**config.mk**
```make
export PLATFORM = sky130hd
export DESIGN_NAME = fft_output_serializer
export DESIGN_NICKNAME = d
export VERILOG_FILES = /design/src/rtl/fft_pkg.sv /design/src/rtl/fft_frame_buffer.sv /design/src/rtl/fft_output_serializer.sv
export SDC_FILE = /design/constraint.sdc
export NUM_CORES = 1
export LEC_CHECK = 0
export BUFFER_PORTS_ARGS = -buffer_cell sky130_fd_sc_hd__buf_2
export CAP_MARGIN = 20
export CORE_ASPECT_RATIO = 1.2
export CORE_UTILIZATION = 55
export DETAILED_ROUTE_END_ITERATION = 8
export GPL_TIMING_DRIVEN = 0
export PLACE_DENSITY = 0.8
export SYNTH_ARGS = -nofsm -noshare
export SYNTH_HDL_FRONTEND = slang
export SYNTH_SLANG_ARGS = --single-unit
```
**constraint.sdc**
```tcl
create_clock -name clk -period 3.91 [get_ports clk]
set_input_delay 0 -clock clk [delete_from_list [all_inputs] [get_ports clk]]
set_output_delay 0 -clock clk [all_outputs]
set_load 0.02 [all_outputs]
```
**src/rtl/fft_pkg.sv**
```systemverilog
// Shared constants, serializer state encoding and the radix-4 digit-reversal map
// used by the FFT output serializer and its frame buffer.
package fft_pkg;

  localparam int N_POINTS = 16;
  localparam int DATA_W   = 16;
  localparam int IDX_W    = 4;
  localparam int CNT_W    = 8;

  typedef enum logic {
    IDLE   = 1'b0,
    STREAM = 1'b1
  } ser_state_e;

  // Radix-4 butterflies leave bins in base-4 digit-reversed order; swapping the
  // two 2-bit digits maps a natural bin index to its storage slot.
  function automatic logic [IDX_W-1:0] digit_rev(input logic [IDX_W-1:0] i);
    return {i[1:0], i[3:2]};
  endfunction

endpackage

```
**src/rtl/fft_frame_buffer.sv**
```systemverilog
// Frame store for one FFT frame (re/im per slot) with a digit-reversed read port
// so callers address it by natural-order bin index.
module fft_frame_buffer
  import fft_pkg::*;
#(
  parameter int N_POINTS = fft_pkg::N_POINTS,
  parameter int DATA_W   = fft_pkg::DATA_W
) (
  input  logic                         clk_i,
  input  logic                         rst_ni,
  input  logic                         wr_en_i,
  input  logic [N_POINTS*DATA_W-1:0]   wr_re_i,
  input  logic [N_POINTS*DATA_W-1:0]   wr_im_i,
  input  logic [IDX_W-1:0]             rd_idx_i,
  output logic [DATA_W-1:0]            rd_re_o,
  output logic [DATA_W-1:0]            rd_im_o
);

  logic [DATA_W-1:0] re_q [N_POINTS];
  logic [DATA_W-1:0] im_q [N_POINTS];

  always_ff @(posedge clk_i or negedge rst_ni) begin
    if (!rst_ni) begin
      for (int k = 0; k < N_POINTS; k++) begin
        re_q[k] <= '0;
        im_q[k] <= '0;
      end
    end else if (wr_en_i) begin
      for (int k = 0; k < N_POINTS; k++) begin
        re_q[k] <= wr_re_i[k*DATA_W +: DATA_W];
        im_q[k] <= wr_im_i[k*DATA_W +: DATA_W];
      end
    end
  end

  assign rd_re_o = re_q[digit_rev(rd_idx_i)];
  assign rd_im_o = im_q[digit_rev(rd_idx_i)];

endmodule

```
**src/rtl/fft_output_serializer.sv**
```systemverilog
// Captures a parallel FFT frame and streams its bins in natural order over a
// valid/ready handshake. Define FFT_SER_MAG_EN to add the |re|+|im| output out_mag.
module fft_output_serializer
  import fft_pkg::*;
#(
  parameter int N_POINTS = fft_pkg::N_POINTS,
  parameter int DATA_W   = fft_pkg::DATA_W
) (
  input  logic                        clk,
  input  logic                        reset,
  input  logic [N_POINTS*DATA_W-1:0]  in_re,
  input  logic [N_POINTS*DATA_W-1:0]  in_im,
  input  logic                        in_valid,
  output logic                        in_ready,
  output logic signed [DATA_W-1:0]    out_re,
  output logic signed [DATA_W-1:0]    out_im,
  output logic [IDX_W-1:0]            out_index,
  output logic                        out_valid,
  input  logic                        out_ready,
  output logic                        out_last,
  output logic [CNT_W-1:0]            frame_cnt
`ifdef FFT_SER_MAG_EN
  , output logic [DATA_W:0]           out_mag
`endif
);

  ser_state_e               state_q;
  logic [IDX_W-1:0]         idx_q;
  logic                     vld_q;
  logic                     last_q;
  logic signed [DATA_W-1:0] re_q;
  logic signed [DATA_W-1:0] im_q;
  logic [CNT_W-1:0]         cnt_q;

  logic                     hs;
  logic                     last_hs;
  logic                     cap;
  logic [IDX_W-1:0]         nxt_idx_d;
  logic [DATA_W-1:0]        rd_re;
  logic [DATA_W-1:0]        rd_im;
  logic signed [DATA_W-1:0] src_re_d;
  logic signed [DATA_W-1:0] src_im_d;

`ifdef FFT_SER_MAG_EN
  logic [DATA_W:0] mag_q;

  // One extra bit so the most negative sample has a representable magnitude.
  function automatic logic [DATA_W:0] abs_ext(input logic signed [DATA_W-1:0] v);
    logic signed [DATA_W:0] w;
    w = {v[DATA_W-1], v};
    return (w < 0) ? -w : w;
  endfunction
`endif

  assign hs        = vld_q & out_ready;
  assign last_hs   = hs & last_q;
  assign in_ready  = (state_q == IDLE) | last_hs;
  assign cap       = in_valid & in_ready;
  assign nxt_idx_d = idx_q + IDX_W'(1);

  // Bin 0 maps to slot 0, so a fresh frame is presented straight from the input
  // bus while the buffer is being written on the same edge.
  assign src_re_d = cap ? in_re[DATA_W-1:0] : rd_re;
  assign src_im_d = cap ? in_im[DATA_W-1:0] : rd_im;

  fft_frame_buffer #(
    .N_POINTS (N_POINTS),
    .DATA_W   (DATA_W)
  ) u_buf (
    .clk_i    (clk),
    .rst_ni   (reset),
    .wr_en_i  (cap),
    .wr_re_i  (in_re),
    .wr_im_i  (in_im),
    .rd_idx_i (nxt_idx_d),
    .rd_re_o  (rd_re),
    .rd_im_o  (rd_im)
  );

  always_ff @(posedge clk or negedge reset) begin
    if (!reset) begin
      state_q <= IDLE;
      idx_q   <= '0;
      vld_q   <= 1'b0;
      last_q  <= 1'b0;
      re_q    <= '0;
      im_q    <= '0;
      cnt_q   <= '0;
`ifdef FFT_SER_MAG_EN
      mag_q   <= '0;
`endif
    end else begin
      if (last_hs) cnt_q <= cnt_q + CNT_W'(1);

      if (cap) begin
        state_q <= STREAM;
        vld_q   <= 1'b1;
        idx_q   <= '0;
        last_q  <= 1'b0;
        re_q    <= src_re_d;
        im_q    <= src_im_d;
`ifdef FFT_SER_MAG_EN
        mag_q   <= abs_ext(src_re_d) + abs_ext(src_im_d);
`endif
      end else if (last_hs) begin
        state_q <= IDLE;
        vld_q   <= 1'b0;
        last_q  <= 1'b0;
      end else if (hs) begin
        idx_q   <= nxt_idx_d;
        last_q  <= (nxt_idx_d == IDX_W'(N_POINTS-1));
        re_q    <= src_re_d;
        im_q    <= src_im_d;
`ifdef FFT_SER_MAG_EN
        mag_q   <= abs_ext(src_re_d) + abs_ext(src_im_d);
`endif
      end
    end
  end

  assign out_re    = re_q;
  assign out_im    = im_q;
  assign out_index = idx_q;
  assign out_valid = vld_q;
  assign out_last  = last_q;
  assign frame_cnt = cnt_q;
`ifdef FFT_SER_MAG_EN
  assign out_mag   = mag_q;
`endif

endmodule

```
==> summary.txt, run 1 <==
Synthesis
  • EDFF count, synth: 0
  • Sequential area share after synthesis: 53.2%
  • Top post-synthesis cells by count: 1635 x nand2_1, 558 x dfrtp_1, 133 x buf_2
  • Post-synthesis net count: 3648
  • Synth Register Bits: approximately 560
  • Synth area leaders: dfrtp_1 53%, nand2_1 23%, mux2i_1 3.7%
  • Synth Area in Compound Gates: 8.52%
  • Mapped Cells: 3129
  • Leading area contributor after synthesis: dfrtp_1
  • Syn. warnings: 0
  • Top-area cell type share of the netlist area: 53.2%
  • Dominant synthesized flop cell: dfrtp_1
  • Post-Synth Simple-Gate Area: 28.1%
  • Avg Synthesized Cell Area: 8.39 sq um
  • Adder-Cell Fraction of Synth Area: less than 1%
  • Synth async-reset ratio: 100%
  • Main combinational cell family by area after synthesis: simple AND/OR/NAND/NOR gates
  • Unique cell type count in the Yosys netlist: 51
  • Synthesized area: 26300 sq um
  • Post-Synth XOR/XNOR Area: 0.396%
  • Top-count cell post-synth: nand2_1
  • Multiplexer share of the synthesized area: slightly below 6%

Floorplanning
  • Initial Utilization: between 50 and 60%
  • Num ports: 563
  • Die width: 201 um
  • Cell row count: 87
  • Die H: around 240 um

Placement
  • Detailed placer's ending HPWL: 81300 um
  • IO Port Bufs: approximately 560
  • Placed Cells incl. Taps: 4318
  • GPL Wtd Cong: 1.03

Clocking
  • Clk sinks: 558
  • Num CTS Buffers: between 50 and 60
  • CTS H-Tree Depth: 2
  • Clock tree buffer depth: 3
  • Clk root buf: clkbuf_16

Global route
  • Gr usage total: 58.8%
  • First-pass GRT wire length: 205000 um
  • Largest net degree at the start of global routing: 120
  • Total gr overflow: 48
  • Vias in the first global route: ~33000

Outcome
  • Stop err: [ERROR GRT-0116] Global routing finished with congestion. Check the congestion regions in the DRC Viewer.
  • Stopping stage: global routing (5_1_grt)
  • Status: did not finish
-- metal layers --
metal | global-route usage (%) | overflow
met5 | 3.87 | 0
met4 | 48.9 | 8
met3 | 31.2 | 0
met2 | 82.6 | 39
met1 | 65.6 | 1
-- cells by family after synthesis --
logic type      Yosys count
mux                     145
compound gates          337
fa+ha+maj                 3
buf+inv                 208
xor+xnor                 11
flops                   558
simple gates           1867
-- through the flow --
step / instance area [sq um] / setup slack (ps)
2_1_floorplan: 26300 / 941
3_3_place_gp: 29800 / -8550
3_5_place_dp: 30000 / -394
4_1_cts: 37000 / 19.3
-- repair_timing --
| action | 4_1_cts |
|---|---|
| resized for setup | 3 |
| setup endpoints to repair | 23 |
| hold endpoints to repair | 807 |
| hold buffers | 518 |
| setup buffers | 0 |
==> run 2, diff against run 1 <==
CORE_ASPECT_RATIO = unset   (was 1.2)
CORE_UTILIZATION = 40   (was 55)
PLACE_DENSITY = unset   (was 0.8)
PLACE_DENSITY_LB_ADDON = 0.15   (was unset)
==> summary.txt, run 2 <==
Outcome
  • Status: finished clean

Drt
  • Final ANT Viol Nets: 0
  • Via count: 28000
  • Vias per cell: 5.40
  • DRC errors left: 0
  • Met3 Routed Length: roughly 10000 um
  • Final WL: between 100000 and 150000 um
  • Met1 WL: 52900 um
  • DR WL/cell: 24.5 um
  • Initial DRC count: 2991
  • Max layer used: met5
  • Pre-antenna DRT Iters: 8
  • Metal2 WL: 55500 um

Timing
  • Rel. slew slack: between 10% and 20%
  • # setup viols final: 0
  • Final Hold Vio Count: 0
  • Slew Viols, Final: 0
  • Minimum clock period: 3860 ps
  • RSZ-0062 raised after global routing: no
  • Setup TNS: 0 ps
  • Final Cycle Share: just under 100%
  • FMAX: 259 MHz
  • Slew of the pin with the lowest slew margin: 1250 ps
  • Worst Skew: 40.7 ps

Global route
  • Vias in the first global route: 28000
  • Total gr overflow: 0
  • Gr usage total: 37.6%
  • Largest net degree at the start of global routing: ~110
  • First-pass GRT wire length: between 150000 and 200000 um
  • Initial antenna violation count: 4

Power and ir drop
  • Pwr Density: 739 nW/um^2
  • Maximum VDD drop: 0.000410 V
  • Pleak: 19.5 nW

Setup path
  • CP arrival: about 4400 ps
  • CP Launch Type: flip-flop
  • Crit Path Category: reg2reg
  • CP endpoint kind: flip-flop
  • Worst-path maximum fanout: 19
  • WP data required: 4460 ps

Clocking
  • Clk root buf: clkbuf_16
  • CTS tree: yes
  • Clock tree buffer depth: 3
  • Clock-pin slew on the worst setup and hold paths: 70 ps
  • CTS H-Tree Depth: 2
  • Num CTS Buffers: 61
  • Clk_lat worst skew: 650 ps
  • Clk sinks: 558

Floorplanning
  • Die H: ~260 um
  • Die width: between 200 and 300 um
  • Cell row count: 93
  • DIE AREA: 66700 sq um
  • Num ports: 563
  • Core area: 64700 sq um
  • Initial Utilization: between 40% and 50%

Synthesis
  • Dominant synthesized flop cell: dfrtp_1
  • Synth async-reset ratio: 100%
  • Top-count cell post-synth: nand2_1
  • EDFF count, synth: 0
  • Top-area cell type share of the netlist area: a little over half
  • Post-synthesis net count: 3648
  • Synth Register Bits: about 560
  • Synthesized area: 26300 sq um
  • Syn. warnings: 0
  • Sequential area share after synthesis: between 50% and 60%
  • Avg Synthesized Cell Area: ~8.4 sq um
  • Mapped Cells: 3129
  • Top post-synthesis cells by count: 1635 x nand2_1, 558 x dfrtp_1, 133 x buf_2
  • Synth area leaders: dfrtp_1 53%, nand2_1 23%, mux2i_1 3.7%
  • Unique cell type count in the Yosys netlist: 51
  • Leading area contributor after synthesis: dfrtp_1

Placement
  • Placed Cells incl. Taps: 4551
  • GPL Wtd Cong: about 1.0
  • IO Port Bufs: roughly 560
  • Detailed placer's ending HPWL: 90000 um

Cells and area
  • Nets: 4797
  • Layout area overhead: 43.9%
  • Most frequent cells in the layout: 1635 x nand2_1, 692 x buf_2, 558 x dfrtp_1
  • Non-Filler Instances: 5188
  • Fillers: 5896
  • Largest regs: u_buf.im_q (256), u_buf.re_q (256)
  • Commonest non-fill, non-tap cell in the layout: nand2_1
  • Share of cells above drive strength 1: around a fifth
  • Core Util, Final: 58.4%

Flow run
  • Maxcap violations: 0

Hold path
  • Type of the worst min-delay path: in2reg
==> run 2: cell counts after synthesis <==
No cell type changed its count.
==> run 2: kinds of logic after synthesis <==
logic type | share of synthesized area (%)
AO/OA/AOI/OAI | 8.52
XOR/XNOR | 0.396
adder cells (fa/ha/maj) | 0.143
buffers and inverters | 3.79
flip-flops | 53.2
multiplexers | 5.84
AND/OR/NAND/NOR | 28.1
==> run 2: layout make-up <==
cell class                      instances  area, sq um  share of cell area [%]
Clock inverter                         28          439                    1.16
Multi-Input combinational cell       2363        11300                    29.9
Sequential cell                       558        14000                    37.0
Buffer                                205          990                    2.62
Tap cell                              855         1070                    2.83
Inverter                                2         7.51                  0.0199
Antenna cell                            4         10.0                  0.0265
Timing Repair Buffer                 1087         8200                    21.7
Clock buffer                           86         1800                    4.77
==> run 2: what timing repair did <==
| action | CTS | global route |
|---|---|---|
| setup buffers | 0 | 0 |
| hold buffers | 518 | 0 |
| resized for setup | 2 | 2 |
| endpoints found under the hold margin | 666 | 0 |
| endpoints found under the setup margin | 32 | 12 |
==> run 2: worst max-delay path, cell delays in order (launching register included) <==
cell and delay [ps]:
dfrtp_1 400, buf_2 190, clkinv_1 200, buf_2 510, buf_2 450, ha_1 320
clkbuf_2 260, nor3_2 980, a32oi_1 290, nand3_1 130
==> run 2: path summary, 6_finish.rpt <==
check / startpoint / end / slack [ps] / cells past startpoint
worst min register to register: u_buf.im_q[81] / u_buf.im_q[81] / 470 / 2
max in group asynchronous: reset / u_buf.re_q[171] / 2040 / 6
min in group asynchronous: reset / u_buf.im_q[33] / 460 / 4
worst min-delay path: in_im[188] / u_buf.im_q[76] / 80 / 4
worst max register to register: out_index[0] / out_re[1] / 50 / 9
worst max-delay path: out_index[0] / out_re[1] / 50 / 9
==> run 2: report_power, final <==
group          leakage, nW  switching [W]  internal (W)
sequential            7.00        0.00158       0.00837
clock                 1.11        0.00256       0.00393
combinational         11.4        0.00747       0.00400
total                 19.5         0.0116        0.0163
==> run 2: routing by layer <==
layer | vias up | GRT usage [%]
li1 | 12400 | -
met1 | 13700 | 51.1
met2 | 1481 | 56.9
met3 | 401 | 5.91
met4 | 4 | 22.0
met5 | - | 0
==> run 2: stage by stage <==
stage / area [sq um] / hold WS (ps) / total power [W] / setup slack (ps)
CTS: 37700 / 55.5 / 0.0276 / 76.6
global placement: 30100 / 191 / 0.0205 / -9260
detailed placement: 30300 / -8.50 / 0.0207 / -692
finish: 37800 / 79.8 / 0.0279 / 48.5
global route: 37800 / 72.3 / 0.0292 / 6.59
floorplan: 26300 / -296 / 0.0159 / 941
(Power assumes the default switching activity.)
